## config.mk

```make
export PLATFORM = sky130hd
export DESIGN_NAME = fb_arbiter
export DESIGN_NICKNAME = d
export VERILOG_FILES = /design/src/rtl/fb_arbiter.sv
export SDC_FILE = /design/constraint.sdc
export NUM_CORES = 1
export LEC_CHECK = 0
export CAP_MARGIN = 30
export CORE_ASPECT_RATIO = 2
export CORE_MARGIN = 4
export CORE_UTILIZATION = 61
export CTS_CLUSTER_DIAMETER = 150
export DETAILED_ROUTE_END_ITERATION = 8
export PLACE_DENSITY = 0.83
export SKIP_LAST_GASP = 1
export SLEW_MARGIN = 20
export SYNTH_ARGS = -nofsm -noshare
export SYNTH_HDL_FRONTEND = slang
export SYNTH_SLANG_ARGS = --single-unit
```

## constraint.sdc

```tcl
create_clock -name clk -period 6.1 [get_ports clk]
set_clock_uncertainty 0.2 [all_clocks]
set_input_delay 1.22 -clock clk [delete_from_list [all_inputs] [get_ports clk]]
set_output_delay 1.22 -clock clk [all_outputs]
set_load 0.005 [all_outputs]
```

## src/rtl/fb_arbiter.sv

```systemverilog
`default_nettype none
// ============================================================================
// Module   : fb_arbiter
// Brief    : Shares the single-port framebuffer RAM between display reads,
//            FIFO-buffered pixel writes and a clear-screen sequencer.
// Revision : 1.0 - initial release
// ============================================================================
module fb_arbiter #(
    parameter int ADDR_W     = 16,
    parameter int DATA_W     = 8,
    parameter int FIFO_DEPTH = 8,
    parameter int FB_DEPTH   = 19200
) (
    input  logic                          clk,
    input  logic                          rst_n,
    input  logic                          in_disp_i,
    input  logic [ADDR_W-1:0]             disp_addr_i,
    output logic [DATA_W-1:0]             pixel_data_o,
    input  logic                          wr_valid_i,
    output logic                          wr_ready_o,
    input  logic [ADDR_W-1:0]             wr_addr_i,
    input  logic [DATA_W-1:0]             wr_data_i,
    input  logic                          clr_start_i,
    input  logic [DATA_W-1:0]             clr_color_i,
    output logic                          clr_busy_o,
    output logic                          clr_done_o,
    output logic [$clog2(FIFO_DEPTH):0]   fifo_count_o,
    output logic [ADDR_W-1:0]             ram_addr_o,
    output logic                          ram_we_o,
    output logic [DATA_W-1:0]             ram_wdata_o,
    input  logic [DATA_W-1:0]             ram_rdata_i
);

    localparam int                 c_PTR_W   = $clog2(FIFO_DEPTH);
    localparam int                 c_ENT_W   = ADDR_W + DATA_W;
    localparam logic [c_PTR_W:0]   c_FULL    = (c_PTR_W + 1)'(FIFO_DEPTH);
    localparam logic [c_PTR_W:0]   c_CNT_ONE = (c_PTR_W + 1)'(1);
    localparam logic [c_PTR_W-1:0] c_PTR_ONE = c_PTR_W'(1);
    localparam logic [ADDR_W-1:0]  c_LAST    = ADDR_W'(FB_DEPTH - 1);
    localparam logic [ADDR_W-1:0]  c_ADR_ONE = ADDR_W'(1);

    localparam logic [1:0] c_S_IDLE  = 2'd0;
    localparam logic [1:0] c_S_DRAIN = 2'd1;
    localparam logic [1:0] c_S_CLEAR = 2'd2;

    logic [1:0]          r_state;
    logic [1:0]          w_state_nx;
    logic [ADDR_W-1:0]   r_clr_cnt;
    logic [ADDR_W-1:0]   w_clr_cnt_nx;
    logic [DATA_W-1:0]   r_color;
    logic                r_clr_busy;
    logic                r_clr_done;
    logic                r_wr_ready;
    logic                r_disp_q;
    logic [DATA_W-1:0]   r_pixel;

    logic [c_ENT_W-1:0]  r_mem [FIFO_DEPTH];
    logic [c_PTR_W-1:0]  r_wr_ptr;
    logic [c_PTR_W-1:0]  r_rd_ptr;
    logic [c_PTR_W:0]    r_count;
    logic [c_PTR_W:0]    w_count_nx;
    logic [c_ENT_W-1:0]  w_head;
    logic                w_empty;
    logic                w_push;
    logic                w_pop;
    logic                w_clr_wr;
    logic                w_clr_last;

    assign w_empty    = (r_count == '0);
    assign w_push     = wr_valid_i && r_wr_ready;
    assign w_head     = r_mem[r_rd_ptr];
    assign w_clr_last = w_clr_wr && (r_clr_cnt == c_LAST);

    // Sequencer next state; display cycles block every RAM write.
    always_comb begin
        w_state_nx   = r_state;
        w_clr_cnt_nx = r_clr_cnt;
        w_pop        = 1'b0;
        w_clr_wr     = 1'b0;
        case (r_state)
            c_S_IDLE: begin
                w_pop = !in_disp_i && !w_empty;
                if (clr_start_i) begin
                    w_state_nx = c_S_DRAIN;
                end
            end
            c_S_DRAIN: begin
                w_pop = !in_disp_i && !w_empty;
                if (w_empty) begin
                    w_state_nx   = c_S_CLEAR;
                    w_clr_cnt_nx = '0;
                end
            end
            c_S_CLEAR: begin
                if (!in_disp_i) begin
                    w_clr_wr = 1'b1;
                    if (r_clr_cnt == c_LAST) begin
                        w_state_nx = c_S_IDLE;
                    end else begin
                        w_clr_cnt_nx = r_clr_cnt + c_ADR_ONE;
                    end
                end
            end
            default: begin
                w_state_nx = c_S_IDLE;
            end
        endcase
    end

    always_comb begin
        ram_we_o    = 1'b0;
        ram_addr_o  = '0;
        ram_wdata_o = '0;
        if (in_disp_i) begin
            ram_addr_o = disp_addr_i;
        end else if (w_pop) begin
            ram_we_o    = 1'b1;
            ram_addr_o  = w_head[c_ENT_W-1:DATA_W];
            ram_wdata_o = w_head[DATA_W-1:0];
        end else if (w_clr_wr) begin
            ram_we_o    = 1'b1;
            ram_addr_o  = r_clr_cnt;
            ram_wdata_o = r_color;
        end
    end

    always_comb begin
        w_count_nx = r_count;
        if (w_push && !w_pop) begin
            w_count_nx = r_count + c_CNT_ONE;
        end else if (!w_push && w_pop) begin
            w_count_nx = r_count - c_CNT_ONE;
        end
    end

    always_ff @(posedge clk) begin
        if (w_push) begin
            r_mem[r_wr_ptr] <= {wr_addr_i, wr_data_i};
        end
    end

    always_ff @(posedge clk or negedge rst_n) begin
        if (!rst_n) begin
            r_wr_ptr <= '0;
            r_rd_ptr <= '0;
            r_count  <= '0;
        end else begin
            if (w_push) begin
                r_wr_ptr <= r_wr_ptr + c_PTR_ONE;
            end
            if (w_pop) begin
                r_rd_ptr <= r_rd_ptr + c_PTR_ONE;
            end
            r_count <= w_count_nx;
        end
    end

    // Ready is computed from next-cycle occupancy and state so it is exact when registered.
    always_ff @(posedge clk or negedge rst_n) begin
        if (!rst_n) begin
            r_state    <= c_S_IDLE;
            r_clr_cnt  <= '0;
            r_color    <= '0;
            r_clr_busy <= 1'b0;
            r_clr_done <= 1'b0;
            r_wr_ready <= 1'b0;
        end else begin
            r_state    <= w_state_nx;
            r_clr_cnt  <= w_clr_cnt_nx;
            r_clr_busy <= (w_state_nx != c_S_IDLE);
            r_clr_done <= w_clr_last;
            r_wr_ready <= (w_count_nx != c_FULL) && (w_state_nx == c_S_IDLE);
            if ((r_state == c_S_IDLE) && clr_start_i) begin
                r_color <= clr_color_i;
            end
        end
    end

    always_ff @(posedge clk or negedge rst_n) begin
        if (!rst_n) begin
            r_disp_q <= 1'b0;
            r_pixel  <= '0;
        end else begin
            r_disp_q <= in_disp_i;
            r_pixel  <= r_disp_q ? ram_rdata_i : '0;
        end
    end

    assign pixel_data_o = r_pixel;
    assign wr_ready_o   = r_wr_ready;
    assign clr_busy_o   = r_clr_busy;
    assign clr_done_o   = r_clr_done;
    assign fifo_count_o = r_count;

endmodule

`default_nettype wire

```

==> impl_metrics.toml, run 1 <==
[clock_network]
clock_sinks = 240
cts_made_buffers = 20
postCtsSetupBuffers = 0
clock_path_buffers = 3
clock_latency_ns = 0.49
root_buffer = "clkbuf_16"
htree_levels = 1
clkTransAtPathRegs_ns = 0.07
cts_tree = "yes"
cts-resized-gates = 0
hold_buffers = 0

[critical_path]
crit_path_start = "r_rd_ptr[0]$_DFFE_PN0P_"
critPathArrivalTime_ns = 3.41
reg2regPathDepth = 7
r2r_slack_ns = 3.14
crit_end = "ram_addr_o[14]"
worstSetupStartpointType = "flop"
required_ns = 4.68
rr_endpoint = "r_clr_cnt[10]$_DFFE_PN0P_"
path_class = "reg2out"
crit_fanout = 20
endpoint_kind = "output port"
rr_startpoint = "fifo_count_o[0]$_DFF_PN0_"

[die]
start_util_pct = 62.3
die_h_um = 188
rows = 65
die_w_um = 98.0
dieArea_mm2 = 0.0184
core_area_mm2 = 0.0159
io_pins = 101

[route]
drtIter0Drc = 455
drcViolationCount = 0
postRouteAntennaNets = 0
num_vias = 5598
wire_per_inst_um = 24.9
first_pass_iters = 7
drt-total-wl_mm = 22.1
viasPerCell = 6.32

[global_route]
grt_max_degree = 49
grt_pass1_wl_mm = 34.3
gr-total-overflow = 0
gr-usage-all-layers_pct = 24.2
antenna_found_initial = 1
grt_pass1_vias = 6008

[yosys]
synthCells = 558
synth.avg_cell_area_um2 = 17.7
synth_top_area_share_pct = 58.4
ys_seq_area_share_pct = 70.6
synth_seq_cells = 240
yosysUniqueCellTypes = 50
yosysTopAreaCell = "edfxtp_1"
synthArstFlopShare_pct = 20.0
synth_edf_count = 192
ys.flop_type = "edfxtp_1"
synthTopCellsByArea = "edfxtp_1, dfrtp_1, mux4_2, mux2_2, mux2i_1"
synth_fp_nets = 624
syn_area_mm2 = 0.00987
ys_warn_count = 0

[power_and_ir_drop]
p_int_uw = 3450
combPwrFrac_pct = 28.2
p_seq_share_pct = 43.9
p_sw_uw = 1370
vdd_drop_max_v = 0.000296
power.total_uw = 4820
swShare_pct = 28.3
p_leak_uw = 0.00409
clockPowerShare_pct = 27.9
powerDensity_mw_per_mm2 = 405

[worst_hold_path]
holdCritStartpoint = "r_color[6]$_DFFE_PN0P_"
hold_class = "reg2reg"

[timing]
setup_tns_ns = 0
finalHoldViolations = 0
post-route-min-period_ns = 4.83
finalCritPeriodShare_pct = 79.1
rsz0062_at_grt = "false"
setup_viol = 0
relSlewSlack_pct = 37.0
final_max_slew_viol_count = 0
max_freq_mhz = 207
worst_pin_slew_ns = 0.943

[cells_and_area]
layout-drive-gt1-share_pct = 20.3
final_common_cell = "edfxtp_1"
area_growth_syn_to_layout_pct = 20.4
layout_common_cells = "edfxtp_1, clkdlybuf4s50_1, mux4_2, dfrtp_1, nand2_1"
nNetsFinal = 737

[run_status]
outcome = "finished, final reports clean"

[place]
port_buffers = 100
post-dp-hpwl_mm = 14.0
gp_congestion = 0.872

[run]
cap_violations = 0
## worst min path at each step
stage	to	slack [ns]	cells after the start
after floorplan	r_color[0]$_DFFE_PN0P_	0.28	1
after global placement	r_color[5]$_DFFE_PN0P_	0.29	1
after detailed placement	r_color[4]$_DFFE_PN0P_	0.30	1
after CTS	r_color[6]$_DFFE_PN0P_	0.31	1
final	r_color[6]$_DFFE_PN0P_	0.31	1
after global routing	r_color[7]$_DFFE_PN0P_	0.34	1
## power by group through the flow
| stage | clock (µW) | sequential (µW) | combinational (µW) |
|---|---|---|---|
| after floorplan | 0 | 2020 | 929 |
| after global placement | 0 | 2150 | 1270 |
| after detailed placement | 0 | 2160 | 1310 |
| after CTS | 1360 | 2130 | 1330 |
| after global routing | 1430 | 2140 | 1460 |
| final | 1350 | 2110 | 1360 |
## final cells by class
type                       count  area [µm²]
sequential                   240        6970
fill                         909        3970
multi-input combinational    289        2810
timing repair buffer         117        1150
clock buffer                  26         544
tap                          201         251
clock inverter                 9         150
inverter                       3        11.3
antenna                        1        2.50
## state kept, by name (all words and copies together) (netlist names)
name,cells
r_wr_ptr,3
pixel_data_o,8
clr_busy_o,1
fifo_count_o,4
r_mem,192
wr_ready_o,1
r_disp_q,1
r_color,8
r_state,2
clr_done_o,1
r_clr_cnt,16
r_rd_ptr,3
## stage by stage
step / area (µm²) / hold slack (ns) / instances / utilization (%) / setup slack, ns
2_1_floorplan: 9870 / 0.281 / 558 / - / 1.76
3_3_place_gp: 11100 / 0.290 / 847 / 70.3 / 1.13
3_5_place_dp: 11200 / 0.297 / 848 / 70.4 / 1.44
4_1_cts: 11900 / 0.313 / 883 / 74.8 / 1.22
5_1_grt: 11900 / 0.341 / 886 / 75.0 / 1.08
6_report: 11900 / 0.309 / 886 / 75.0 / 1.27
## cell families (layout without fill, tap and decap cells)
family | Yosys count | after routing | synth area share [%]
xor+xnor | 18 | 18 | 1.60
simple gates | 115 | 115 | 6.09
mux | 99 | 99 | 16.4
buf+inv | 29 | 155 | 1.46
flops | 240 | 240 | 70.6
other cells | 0 | 1 | 0
compound gates | 52 | 52 | 3.23
fa+ha+maj | 5 | 5 | 0.634
## synthesized netlist by cell type (2+ instances only)
master,n
o2111ai_1,3
o41ai_1,2
inv_1,3
a21oi_1,7
and2_1,9
nand3_1,10
ha_1,5
dfrtp_1,48
buf_4,6
xor2_1,11
o21ai_0,21
mux2_2,25
mux2i_1,26
nor3_1,6
xnor2_1,7
o21ai_1,7
and3_1,3
nor2b_1,2
buf_2,10
nor2_2,3
nand2b_1,2
o31ai_1,2
mux4_2,48
nand4_1,4
nand2_1,44
nor2_1,19
o22ai_1,2
clkbuf_1,10
edfxtp_1,192
## layer usage
metal | up-vias | GRT usage (%) | part of all wire (%)
li1 | 2421 | - | -
met1 | 2870 | 29.4 | 35
met2 | 257 | 44.1 | 56
met3 | 50 | 2.57 | 5.5
met4 | 0 | 9.28 | 3.3
met5 | - | 0 | 0
## worst max-delay path: stages (launching register included)
cell	delay [ns]
dfrtp_2	0.82
buf_4	0.45
mux4_2	0.54
mux2i_1	0.26
o21ai_0	0.12
mux2_2	0.28
clkdlybuf4s50_1	0.44
Note: power is estimated with default switching activity, not from simulation.
==> inputs of run 2 (changes only) <==
Settings changed: CORE_UTILIZATION 61 to 51, PLACE_DENSITY 0.83 to 0.74.
Clock period 6.1 ns to 4.3 ns, I/O delays scaled along.
==> run 2 against run 1 <==
Net effect:
- clock power rose by 42%
- worst setup slack got worse by 1.1 ns
- sequential cell count did not move
- sequential power rose by 39%
- register-to-register slack got worse by 1.6 ns
- highest routed layer unchanged
==> impl_metrics.toml, run 2 (synthesis gave the netlist of run 1 again) <==
[clock_network]
clock_latency_ns = 0.49
clkTransAtPathRegs_ns = 0.07
cts_tree = "yes"
root_buffer = "clkbuf_16"
postCtsSetupBuffers = 0
htree_levels = 1
clock_path_buffers = 3
clock_sinks = 240
cts_made_buffers = 21

[die]
dieArea_mm2 = 0.0218
start_util_pct = 52.2
io_pins = 101
rows = 71
die_w_um = 106
die_h_um = 205
core_area_mm2 = 0.0189

[cells_and_area]
regMostFlops = "r_mem"
multiInputGateArea_mm2 = 0.00280
top_regs = "r_mem (192), r_clr_cnt (16)"
fillers = 1355
area_growth_syn_to_layout_pct = 21.5
seq_area_mm2 = 0.00697
final_area_mm2 = 0.0120
stdcell_count = 946
layout-drive-gt1-share_pct = 21.6
final_common_cell = "edfxtp_1"
largest_reg_flops = 192
layout_common_cells = "edfxtp_1, clkdlybuf4s50_1, mux4_2, dfrtp_1, nand2_1"
nNetsFinal = 742

[route]
drt-met1-wl_mm = 7.61
drtIter0Drc = 338
num_vias = 5425
top_layer_used = "met4"
wl_met2_mm = 12.0
wl_met3_um = 910
wire_per_inst_um = 22.6
postRouteAntennaNets = 0
first_pass_iters = 4
drcViolationCount = 0
viasPerCell = 5.73
drt-total-wl_mm = 21.3

[power_and_ir_drop]
power.total_uw = 6840
combPwrFrac_pct = 28.9
p_seq_share_pct = 43.0
p_leak_uw = 0.00412
clockPowerShare_pct = 28.1
p_sw_uw = 1930
swShare_pct = 28.2
powerDensity_mw_per_mm2 = 570
p_int_uw = 4910
vdd_drop_max_v = 0.000296

[critical_path]
worstSetupStartpointType = "flop"
cp_cell_sequence = "inv_1, ha_1, or3b_4, nand2_2, buf_4, o21ai_0, mux2_2, clkdlybuf4s50_1"
rr_startpoint = "fifo_count_o[0]$_DFF_PN0_"
critPathArrivalTime_ns = 3.05
slowest_delay_ns = 0.46
rr_endpoint = "r_clr_cnt[10]$_DFFE_PN0P_"
reg2regPathDepth = 7
path_class = "reg2out"
r2r_slack_ns = 1.58
endpoint_kind = "output port"
crit_fanout = 21
required_ns = 3.24
crit_slowest_cell = "dfrtp_1"

[timing]
post-route-min-period_ns = 4.11
max_freq_mhz = 243
worst_pin_slew_ns = 0.756
relSlewSlack_pct = 49.4
fin_hold_ws_ns = 0.128
setup_tns_ns = 0
setup_viol = 0
finalHoldViolations = 0
final_max_slew_viol_count = 0
rsz0062_at_grt = "false"
finalCritPeriodShare_pct = 95.5

[place]
post-dp-hpwl_mm = 14.2
gp_congestion = 0.814
dp.cells = 908
dpl_cell_area_mm2 = 0.0113
port_buffers = 100

[global_route]
grt_pass1_vias = 5945
grt_pass1_wl_mm = 33.8
gr-total-overflow = 0
grt_max_degree = 29
antenna_found_initial = 1
gr-usage-all-layers_pct = 20.3

[run]
cap_violations = 0

[worst_hold_path]
hold_class = "in2async"

[run_status]
outcome = "finished, final reports clean"
## run 2: cell types whose count changed in the layout (fill, tap and decap cells not counted), sizes merged
| cell | delta |
|---|---|
| clkinv | +3 |
| buf | +4 |
| inv | +1 |
| clkinvlp | +3 |
| clkbuf | -5 |
## run 2: through the flow
stage               worst slack [ns]  util, %
CTS                           0.0406     63.3
global route                 0.00966     63.4
finish                         0.193     63.4
global placement               0.483     59.6
floorplan                      0.318        -
detailed placement             0.418     59.6
## run 2: how the worst max path moves through the flow
stage,startpoint,to,slack (ns)
after floorplan,wr_valid_i,r_mem[0][0]$_DFFE_PP_,0.32
after global placement,in_disp_i,ram_addr_o[15],0.48
after detailed placement,in_disp_i,ram_addr_o[1],0.42
after CTS,fifo_count_o[0]$_DFF_PN0_,ram_addr_o[1],0.04
after global routing,fifo_count_o[0]$_DFF_PN0_,ram_addr_o[14],0.01
final,fifo_count_o[0]$_DFF_PN0_,ram_addr_o[1],0.19
## run 2: area by class of cell
class                           instances  area share [%]
Antenna cell                            1          0.0209
Clock buffer                           21            4.38
Clock inverter                         16            1.53
Inverter                                3          0.0939
Multi-Input combinational cell        289            23.4
Sequential cell                       240            58.1
Tap cell                              255            2.66
Timing Repair Buffer                  121            9.83
## run 2: timing repair
action,in CTS,in global routing
hold buffers,0,0
setup endpoints to repair,0,10
gates resized for setup,0,2
endpoints found under the hold margin,0,0
## run 2: worst max-delay path, delay by kind of cell (launching register included)
family,cells,cell delay (ns)
buf+inv,3,0.84
compound gates,1,0.14
flops,1,0.46
simple gates,2,0.60
fa+ha+maj,1,0.25
mux,1,0.27
## run 2: power groups by stage
stage	combinational, µW	sequential [µW]	clock [µW]
2_1_floorplan	1320	2870	0
3_3_place_gp	1960	2960	0
3_5_place_dp	2000	2980	0
4_1_cts	2010	2930	1960
5_1_grt	2150	2970	2060
6_report	1980	2940	1920
## run 2: metal layers
layer / GRT usage (%) / vias to the layer above
met3: 2.62 / 47
met5: 0 / -
met1: 23.1 / 2776
li1: - / 2430
met4: 7.74 / 0
met2: 38.3 / 172
